## config.mk

```make
export PLATFORM = sky130hd
export DESIGN_NAME = defuse_ctrl
export DESIGN_NICKNAME = d
export VERILOG_FILES = /design/src/rtl/bomb_pkg.sv /design/src/rtl/btn_pulse.sv /design/src/rtl/defuse_ctrl.sv
export SDC_FILE = /design/constraint.sdc
export NUM_CORES = 1
export LEC_CHECK = 0
export ABC_AREA = 1
export BUFFER_PORTS_ARGS = -buffer_cell sky130_fd_sc_hd__buf_2
export CAP_MARGIN = 20
export CORE_MARGIN = 2
export CORE_UTILIZATION = 45
export CTS_CLUSTER_SIZE = 8
export DETAILED_ROUTE_END_ITERATION = 10
export GPL_ROUTABILITY_DRIVEN = 0
export SLEW_MARGIN = 30
export SYNTH_ARGS = -nofsm -noshare
export SYNTH_HDL_FRONTEND = slang
export SYNTH_SLANG_ARGS = --single-unit
```

## constraint.sdc

```tcl
create_clock -name clk -period 2.6 [get_ports clk]
set_input_delay 0.52 -clock clk [delete_from_list [all_inputs] [get_ports clk]]
set_output_delay 0.52 -clock clk [all_outputs]
set_load 0.05 [all_outputs]
```

## src/rtl/bomb_pkg.sv

```systemverilog
// bomb_pkg: constants shared by the bomb-dismantlement game controller.
//   - FSM state encodings (3-bit, kept as plain constants so LED/debug
//     tooling that decodes state_o keeps working)
//   - digit underflow marker reported by the countdown stage
//   - BCD digit width and the default secret code
package bomb_pkg;

    localparam int BCD_W = 4;

    localparam logic [BCD_W-1:0] DIGIT_UNDERFLOW = 4'hF;
    localparam logic [BCD_W-1:0] BCD_MAX         = 4'd9;

    localparam logic [4*BCD_W-1:0] CODE_DEFAULT = 16'h1234;

    localparam logic [2:0] ST_IDLE     = 3'd0;
    localparam logic [2:0] ST_ARMED    = 3'd1;
    localparam logic [2:0] ST_CHECK    = 3'd2;
    localparam logic [2:0] ST_DEFUSED  = 3'd3;
    localparam logic [2:0] ST_EXPLODED = 3'd4;

endpackage

```

## src/rtl/btn_pulse.sv

```systemverilog
// btn_pulse: debounces one raw push button and emits a single-cycle pulse
// per press.
//   clk   - system clock
//   rst   - asynchronous reset, active-low
//   raw   - raw button level, active-high
//   pulse - one-cycle pulse, DEBOUNCE_CYCLES+1 clocks after a stable press
module btn_pulse #(
    parameter int DEBOUNCE_CYCLES = 20
) (
    input  logic clk,
    input  logic rst,
    input  logic raw,
    output logic pulse
);

    localparam int CW = $clog2(DEBOUNCE_CYCLES + 1);
    localparam logic [CW-1:0] CNT_MAX = CW'(DEBOUNCE_CYCLES);

    logic [CW-1:0] cnt_reg;
    logic          level_reg;
    logic          pulse_reg;
    logic          level_next;

    // Debounced level is asserted once the stable-high run reaches the limit;
    // the counter saturates there so a held button stays at that level.
    assign level_next = (cnt_reg == CNT_MAX);

    always_ff @(posedge clk or negedge rst) begin
        if (!rst) begin
            cnt_reg   <= '0;
            level_reg <= 1'b0;
            pulse_reg <= 1'b0;
        end else begin
            if (!raw)
                cnt_reg <= '0;
            else if (cnt_reg != CNT_MAX)
                cnt_reg <= cnt_reg + 1'b1;
            level_reg <= level_next;
            pulse_reg <= level_next & ~level_reg;
        end
    end

    assign pulse = pulse_reg;

endmodule

```

## src/rtl/defuse_ctrl.sv

```systemverilog
// defuse_ctrl: game controller ahead of the 20-second countdown stage.
// Debounces arm/enter buttons, collects a 4-digit BCD code, watches the
// countdown digits for expiry and reports defused/exploded.
//   clk, rst          - clock and asynchronous active-low reset
//   btn_arm/btn_enter - raw push buttons
//   sw_digit          - BCD digit, sampled on an enter pulse
//   s1, s2            - countdown digits; both 4'hF means time ran out
//   start             - enables the countdown
//   success, boom     - outcome flags (mutually exclusive)
//   tries_left        - remaining wrong attempts
//   digit_cnt         - digits entered in the current attempt
//   state_o           - FSM state encoding
module defuse_ctrl
    import bomb_pkg::*;
#(
    parameter logic [15:0] CODE            = CODE_DEFAULT,
    parameter int          DEBOUNCE_CYCLES = 20,
    parameter int          MAX_TRIES       = 3
) (
    input  logic             clk,
    input  logic             rst,
    input  logic             btn_arm,
    input  logic             btn_enter,
    input  logic [BCD_W-1:0] sw_digit,
    input  logic [BCD_W-1:0] s1,
    input  logic [BCD_W-1:0] s2,
    output logic             start,
    output logic             success,
    output logic             boom,
    output logic [1:0]       tries_left,
    output logic [2:0]       digit_cnt,
    output logic [2:0]       state_o
);

    localparam logic [1:0] TRIES_INIT = 2'(MAX_TRIES);

    logic        arm_pulse, enter_pulse, expired;
    logic [2:0]  state_reg, state_next;
    logic [15:0] code_buf_reg, code_buf_next;
    logic [2:0]  digit_cnt_reg, digit_cnt_next;
    logic [1:0]  tries_reg, tries_next;
    logic        start_reg, success_reg, boom_reg;

    btn_pulse #(.DEBOUNCE_CYCLES(DEBOUNCE_CYCLES)) u_arm_db (
        .clk   (clk),
        .rst   (rst),
        .raw   (btn_arm),
        .pulse (arm_pulse)
    );

    btn_pulse #(.DEBOUNCE_CYCLES(DEBOUNCE_CYCLES)) u_enter_db (
        .clk   (clk),
        .rst   (rst),
        .raw   (btn_enter),
        .pulse (enter_pulse)
    );

    assign expired = (s1 == DIGIT_UNDERFLOW) && (s2 == DIGIT_UNDERFLOW);

    always_comb begin
        state_next     = state_reg;
        code_buf_next  = code_buf_reg;
        digit_cnt_next = digit_cnt_reg;
        tries_next     = tries_reg;
        case (state_reg)
            ST_IDLE: begin
                if (arm_pulse) begin
                    state_next     = ST_ARMED;
                    code_buf_next  = '0;
                    digit_cnt_next = '0;
                    tries_next     = TRIES_INIT;
                end
            end
            ST_ARMED: begin
                // Expiry beats everything, including a digit landing this cycle.
                if (expired) begin
                    state_next = ST_EXPLODED;
                end else if (digit_cnt_reg == 3'd4) begin
                    state_next = ST_CHECK;
                end else if (enter_pulse && (sw_digit <= BCD_MAX)) begin
                    code_buf_next  = {code_buf_reg[11:0], sw_digit};
                    digit_cnt_next = digit_cnt_reg + 3'd1;
                end
            end
            ST_CHECK: begin
                if (expired) begin
                    state_next = ST_EXPLODED;
                end else if (code_buf_reg == CODE) begin
                    state_next = ST_DEFUSED;
                end else if (tries_reg > 2'd1) begin
                    state_next     = ST_ARMED;
                    tries_next     = tries_reg - 2'd1;
                    code_buf_next  = '0;
                    digit_cnt_next = '0;
                end else begin
                    state_next = ST_EXPLODED;
                    tries_next = 2'd0;
                end
            end
            ST_DEFUSED, ST_EXPLODED: begin
                if (arm_pulse)
                    state_next = ST_IDLE;
            end
            default: state_next = ST_IDLE;
        endcase
    end

    // Output flags are decoded from the next state so they register on the
    // same edge as the state itself.
    always_ff @(posedge clk or negedge rst) begin
        if (!rst) begin
            state_reg     <= ST_IDLE;
            code_buf_reg  <= '0;
            digit_cnt_reg <= '0;
            tries_reg     <= TRIES_INIT;
            start_reg     <= 1'b0;
            success_reg   <= 1'b0;
            boom_reg      <= 1'b0;
        end else begin
            state_reg     <= state_next;
            code_buf_reg  <= code_buf_next;
            digit_cnt_reg <= digit_cnt_next;
            tries_reg     <= tries_next;
            start_reg     <= (state_next != ST_IDLE);
            success_reg   <= (state_next == ST_DEFUSED);
            boom_reg      <= (state_next == ST_EXPLODED);
        end
    end

    assign start      = start_reg;
    assign success    = success_reg;
    assign boom       = boom_reg;
    assign tries_left = tries_reg;
    assign digit_cnt  = digit_cnt_reg;
    assign state_o    = state_reg;

endmodule
```

# After elaboration in Yosys (flattened, before gate mapping)
# Cells that the tools add are included.
[word_totals] ff_bits=41 inputBits=16 output_inout_bits=11
[classes] addsub=4 magnitude_cmp=2 n_eq_ne=23 muxes=33 n_bitwise=4 reduce_logical=9
[ops] cell="16-bit two-way mux" n=7
[ops] cell="16-bit one-hot mux with 3 select lines" n=1
[ops] cell="3-bit two-way mux" n=14
[ops] cell="5-bit two-way mux" n=4
[ops] cell="16-bit by 13-bit equality test with 1-bit output (second input constant)" n=1
[ops] cell="2-bit inequality test (second input constant)" n=6
[ops] cell="3-bit one-hot mux with 4 select lines" n=1
[ops] cell="5-bit by 1-bit adder with 5-bit output (second input constant)" n=2
[ops] cell="5-bit equality test (second input constant)" n=2
[ops] cell="5-bit inequality test (second input constant)" n=2
[ops] cell="3-bit by 2-bit equality test with 1-bit output (second input constant)" n=3
[ops] cell="3-bit equality test (second input constant)" n=3
[ops] cell="3-bit one-hot mux with 3 select lines" n=1
[ops] cell="4-bit equality test (second input constant)" n=2
[ops] cell="2-bit two-way mux" n=4
[ops] cell="8-bit AND reduction" n=1
[ops] cell="2-bit by 1-bit inequality test with 1-bit output (second input constant)" n=3
[ops] cell="3-bit nonzero test" n=2
[ops] cell="4-bit <= comparator (second input constant)" n=1
[ops] cell="2-bit one-hot mux with 2 select lines" n=1
[ops] cell="4-bit AND reduction" n=1
[ops] cell="3-bit by 1-bit adder with 3-bit output (second input constant)" n=1
[ops] cell="3-bit by 1-bit equality test with 1-bit output (second input constant)" n=1
[ops] cell="3-bit logical NOT" n=1
[ops] cell="other kinds (7)" n=10

# Logic depth before layout (Yosys ltp)
[depth] word_depth=6 ltp_mapped=11 ltp_nobuf=11

# Hierarchy
# Synthesis repeated with hierarchy kept, for this count alone.
[hier_totals] hier_cells=303 hier_area_um2=2304.7
[modules_own_cells] mod="defuse_ctrl" n_inst=1 cells_per_inst=220 area_per_inst_um2=1612.8 seq_area_each_um2=678.2
[modules_own_cells] mod="btn_pulse at u_enter_db" n_inst=1 cells_per_inst=42 area_per_inst_um2=346.6 seq_area_each_um2=175.2
[modules_own_cells] mod="btn_pulse at u_arm_db" n_inst=1 cells_per_inst=41 area_per_inst_um2=345.3 seq_area_each_um2=175.2

# Worst setup path before layout
# OpenSTA, ideal clock, no wires.
[synth_timing] path_type="reg2reg" start="reg digit_cnt_reg[0], in the netlist digit_cnt[0]" end="reg digit_cnt_reg[2], in the netlist digit_cnt[2]" t_arrival_ns=1.646 required_ns=2.480 setup_slack_ns=0.834 stages_incl_launch_ff=10 path_buffers=1 cell_sequence="dfrtp_1 > inv_1 > ha_1 > nand2_1 > nand4_1 > o21ai_4 > nand3_4 > buf_6 > nand2_1 > nand2_1"
[synth_between] elab_chain_len=5 elab_cells_between_ends=8
[synth_lines] item="start: declaration" line="defuse_ctrl.sv:40" text="logic [2:0] digit_cnt_reg, digit_cnt_next;"
[synth_lines] item="start signal: assignment" line="defuse_ctrl.sv:122" text="digit_cnt_reg <= digit_cnt_next;"
[synth_lines] item="3-bit by 1-bit adder with 3-bit output" line="defuse_ctrl.sv:82" text="digit_cnt_next = digit_cnt_reg + 3'd1;"
[synth_lines] item="3-bit two-way mux" line="defuse_ctrl.sv:80" text="end else if (enter_pulse && (sw_digit <= BCD_MAX)) begin"
[synth_lines] item="3-bit two-way mux" line="defuse_ctrl.sv:78" text="end else if (digit_cnt_reg == 3'd4) begin"
[synth_lines] item="3-bit two-way mux" line="defuse_ctrl.sv:76" text="if (expired) begin"
[synth_lines] item="3-bit one-hot mux with 3 select lines" line="defuse_ctrl.sv:65" text="case (state_reg)"
# Several ways; a longest one is shown, not always the timed one. The select of a mux whose other input is x is not followed.
# A chain may end at the register's enable or synchronous reset.

# Worst setup path after layout
[layout_timing] start="reg state_reg[0], in the netlist state_o[0]" end="reg code_buf_reg[1]"
[layout_between] elab_chain_len=3 elab_cells_between_ends=13
[layout_lines] item="start: declaration" line="defuse_ctrl.sv:38" text="logic [2:0] state_reg, state_next;"
[layout_lines] item="start signal: assignment" line="defuse_ctrl.sv:120" text="state_reg <= state_next;"
[layout_lines] item="3-bit by 2-bit equality test with 1-bit output, or another cell as far along" line="defuse_ctrl.sv:65"
[layout_lines] item="2-bit inequality test (no source line), or another cell as far along"
[layout_lines] item="8-bit AND reduction (no source line)"
[layout_lines] item="end signal: assignment" line="defuse_ctrl.sv:121" text="code_buf_reg <= code_buf_next;"
[layout_lines] item="end: declaration" line="defuse_ctrl.sv:39" text="logic [15:0] code_buf_reg, code_buf_next;"
# Several ways; a longest one is shown, not always the timed one.

==> metrics.cfg <==
[clocking]
cts_max_level = 2
cts_setup_buffers = 0
clk_pin_slew_ns = 0.08
clk_latency_ns = 0.29
cts_root_buf = clkbuf_8
numClockSinks = 41
cts_tree = built
cts_buffers = 5
cts_buffer_depth = 2
ctsHoldBuffers = 0
cts_resized = 0

[synth]
synth_edf_count = 0
synth_top_area_frac = 0.441
syn-cell-area_sq_mm = 0.00221
async_flop_share = 1.00
synth_warnings = 0
syn_avg_cell_area_sq_um = 8.01
syn_nets = 298
ys_seq_elements = 41
syn-instance-count = 276
synth_cell_type_count = 29
synth_ff_type = dfrtp_1
yosys-top-cells-area = dfrtp_1 (44%), nand2_1 (12%), nand4_1 (6.8%)
yosysSeqAreaShare = 0.465
synth_area_leader_cell = dfrtp_1

[die]
die_y_um = 74.1
core_sq_mm = 0.00472
dieArea_sq_mm = 0.00549
io_pins = 27
die_w_um = 74.1
initial_core_util = 0.468
std_cell_rows = 25

[detailed_routing]
drtPass1Iterations = 4
wl_per_cell_um = 11.4
vias = 1784
ant_nets = 0
drt_iter0_markers = 137
vias_per_cell = 4.82
drc = 0
wl_mm = 4.22

[pwr]
switching_share = 0.231
p_per_area_mw_per_mm2 = 453
p_comb_frac = 0.046
peakVddDrop_v = 0.000330
clkPwrFrac = 0.364
power_frac_seq = 0.590
netSwitchingPower_uw = 256
p_leak_uw = 0.00129
p_int_uw = 851

[placed_design]
dpl.hpwl_mm = 2.84
port_buffers = 26

[timing]
report.final.setup_viol = 0
finalCritPeriodShare = 0.708
worst_pin_slew_ns = 0.542
min_period_ns = 1.84
fin_worst_skew_ns = 0.00726
relSlewSlack = 0.638
fmax_mhz = 543
hold_viol = 0
maxSlewViolCount = 0
rsz0062_at_grt = false
fin_setup_tns_ns = 0
timing.hold.ws_ns = 0.197

[grt]
antenna_found_initial = 0
grt_max_degree = 42
gr-total-overflow = 0
grt_usage = 0.173
grt_pass1_wl_mm = 7.42
grt_pass1_vias = 1671

[layout]
largest_reg_flops = 16
final_cell_mix = nand2_1 (72), inv_1 (39), dfrtp_1 (39), nor2_1 (38), buf_2 (25)
drive_gt1_frac = 0.165
diodes = 0
nFillCells = 468
final_common_cell = nand2_1
area_growth_pct = 10.4
nets = 324

[worst_hold_path]
hold_class = in -> async

[worst_setup_path]
cp_max_fo = 20
max_stage_delay_ns = 0.50
critPathArrivalTime_ns = 2.01
rrSetupSlack_ns = 0.76
cp-start-kind = flop
crit_path_top_delay_cell = dfrtp_1
r2r-start = state_o[0]
crit_type = reg -> reg
cp-end-kind = flop
cp_data_required_time_ns = 2.77
rr_worst_depth = 7
cp_common_cell = nand2_1
cp_cell_sequence = inv_2 > nand3_2 > nor2_2 > o21ai_4 > nand3_4 > nand2_1 > nand2_1
r2r_end = code_buf_reg[1]

[run]
drv_cap = 0

[run_status]
status = finished clean

power groups by stage:
stage	clock network (uW)	logic (uW)	registers, uW
floorplan	0	21.7	664
global placement	0	51.6	664
detailed placement	0	52.4	665
CTS	419	52.4	653
global route	448	61.4	654
finish	403	50.9	653
cell families (layout without fill, tap and decap cells):
family,count (synthesis),count (layout),synth area share
XOR/XNOR,4,4,0.0158
buffers and inverters,51,78,0.109
AO/OA/AOI/OAI,22,22,0.0617
AND/OR/NAND/NOR,152,152,0.314
adder cells (fa/ha/maj),6,6,0.0340
flip-flops,41,41,0.465
final cells by class:
type                       instances  area, sq um  area share
clock inverter                     2         10.0     0.00410
sequential                        41         1030       0.421
inverter                          42          158      0.0646
tap                               67         83.8      0.0343
clock buffer                       6         72.6      0.0297
multi-input combinational        184          941       0.385
timing repair buffer              28          148      0.0605
stage by stage:
step / instances / setup WS [ns] / total power (uW) / cell area [sq um] / util
floorplan: 276 / 0.834 / 685 / 2210 / -
global placement: 362 / 0.505 / 716 / 2360 / 0.499
detailed placement: 362 / 0.478 / 717 / 2360 / 0.499
CTS: 370 / 0.721 / 1120 / 2440 / 0.516
global route: 370 / 0.538 / 1160 / 2440 / 0.517
finish: 370 / 0.760 / 1110 / 2440 / 0.517
critical path: cells and delay by family (launching register included):
kind	cells	cell delay, ns
AO/OA/AOI/OAI	1	0.45
buffers and inverters	1	0.06
flip-flops	1	0.50
AND/OR/NAND/NOR	5	0.71
cells in the mapped netlist (3+ instances only):
| cell type | instances |
|---|---|
| dfrtp_1 | 39 |
| inv_2 | 3 |
| nor2_2 | 3 |
| buf_6 | 4 |
| o21ai_0 | 9 |
| nand3_1 | 10 |
| nand2_1 | 72 |
| inv_1 | 39 |
| a21oi_1 | 6 |
| nor2_1 | 38 |
| ha_1 | 6 |
| nand4_1 | 24 |
worst max-delay path by stage:
stage | endpoint | startpoint | slack, ns
2_1_floorplan | digit_cnt[2] | digit_cnt[0] | 0.83
3_3_place_gp | code_buf_reg[3] | s2[1] | 0.51
6_report | code_buf_reg[1] | state_o[0] | 0.76
5_1_grt | code_buf_reg[6] | state_o[0] | 0.54
4_1_cts | code_buf_reg[8] | state_o[0] | 0.72
3_5_place_dp | code_buf_reg[8] | s2[1] | 0.48
per-layer routing:
metal,track usage,share of wire
met5,0,0
met4,0.0505,0.011
met3,0.0393,0.039
met2,0.286,0.46
met1,0.228,0.49
(Power assumes the default switching activity.)
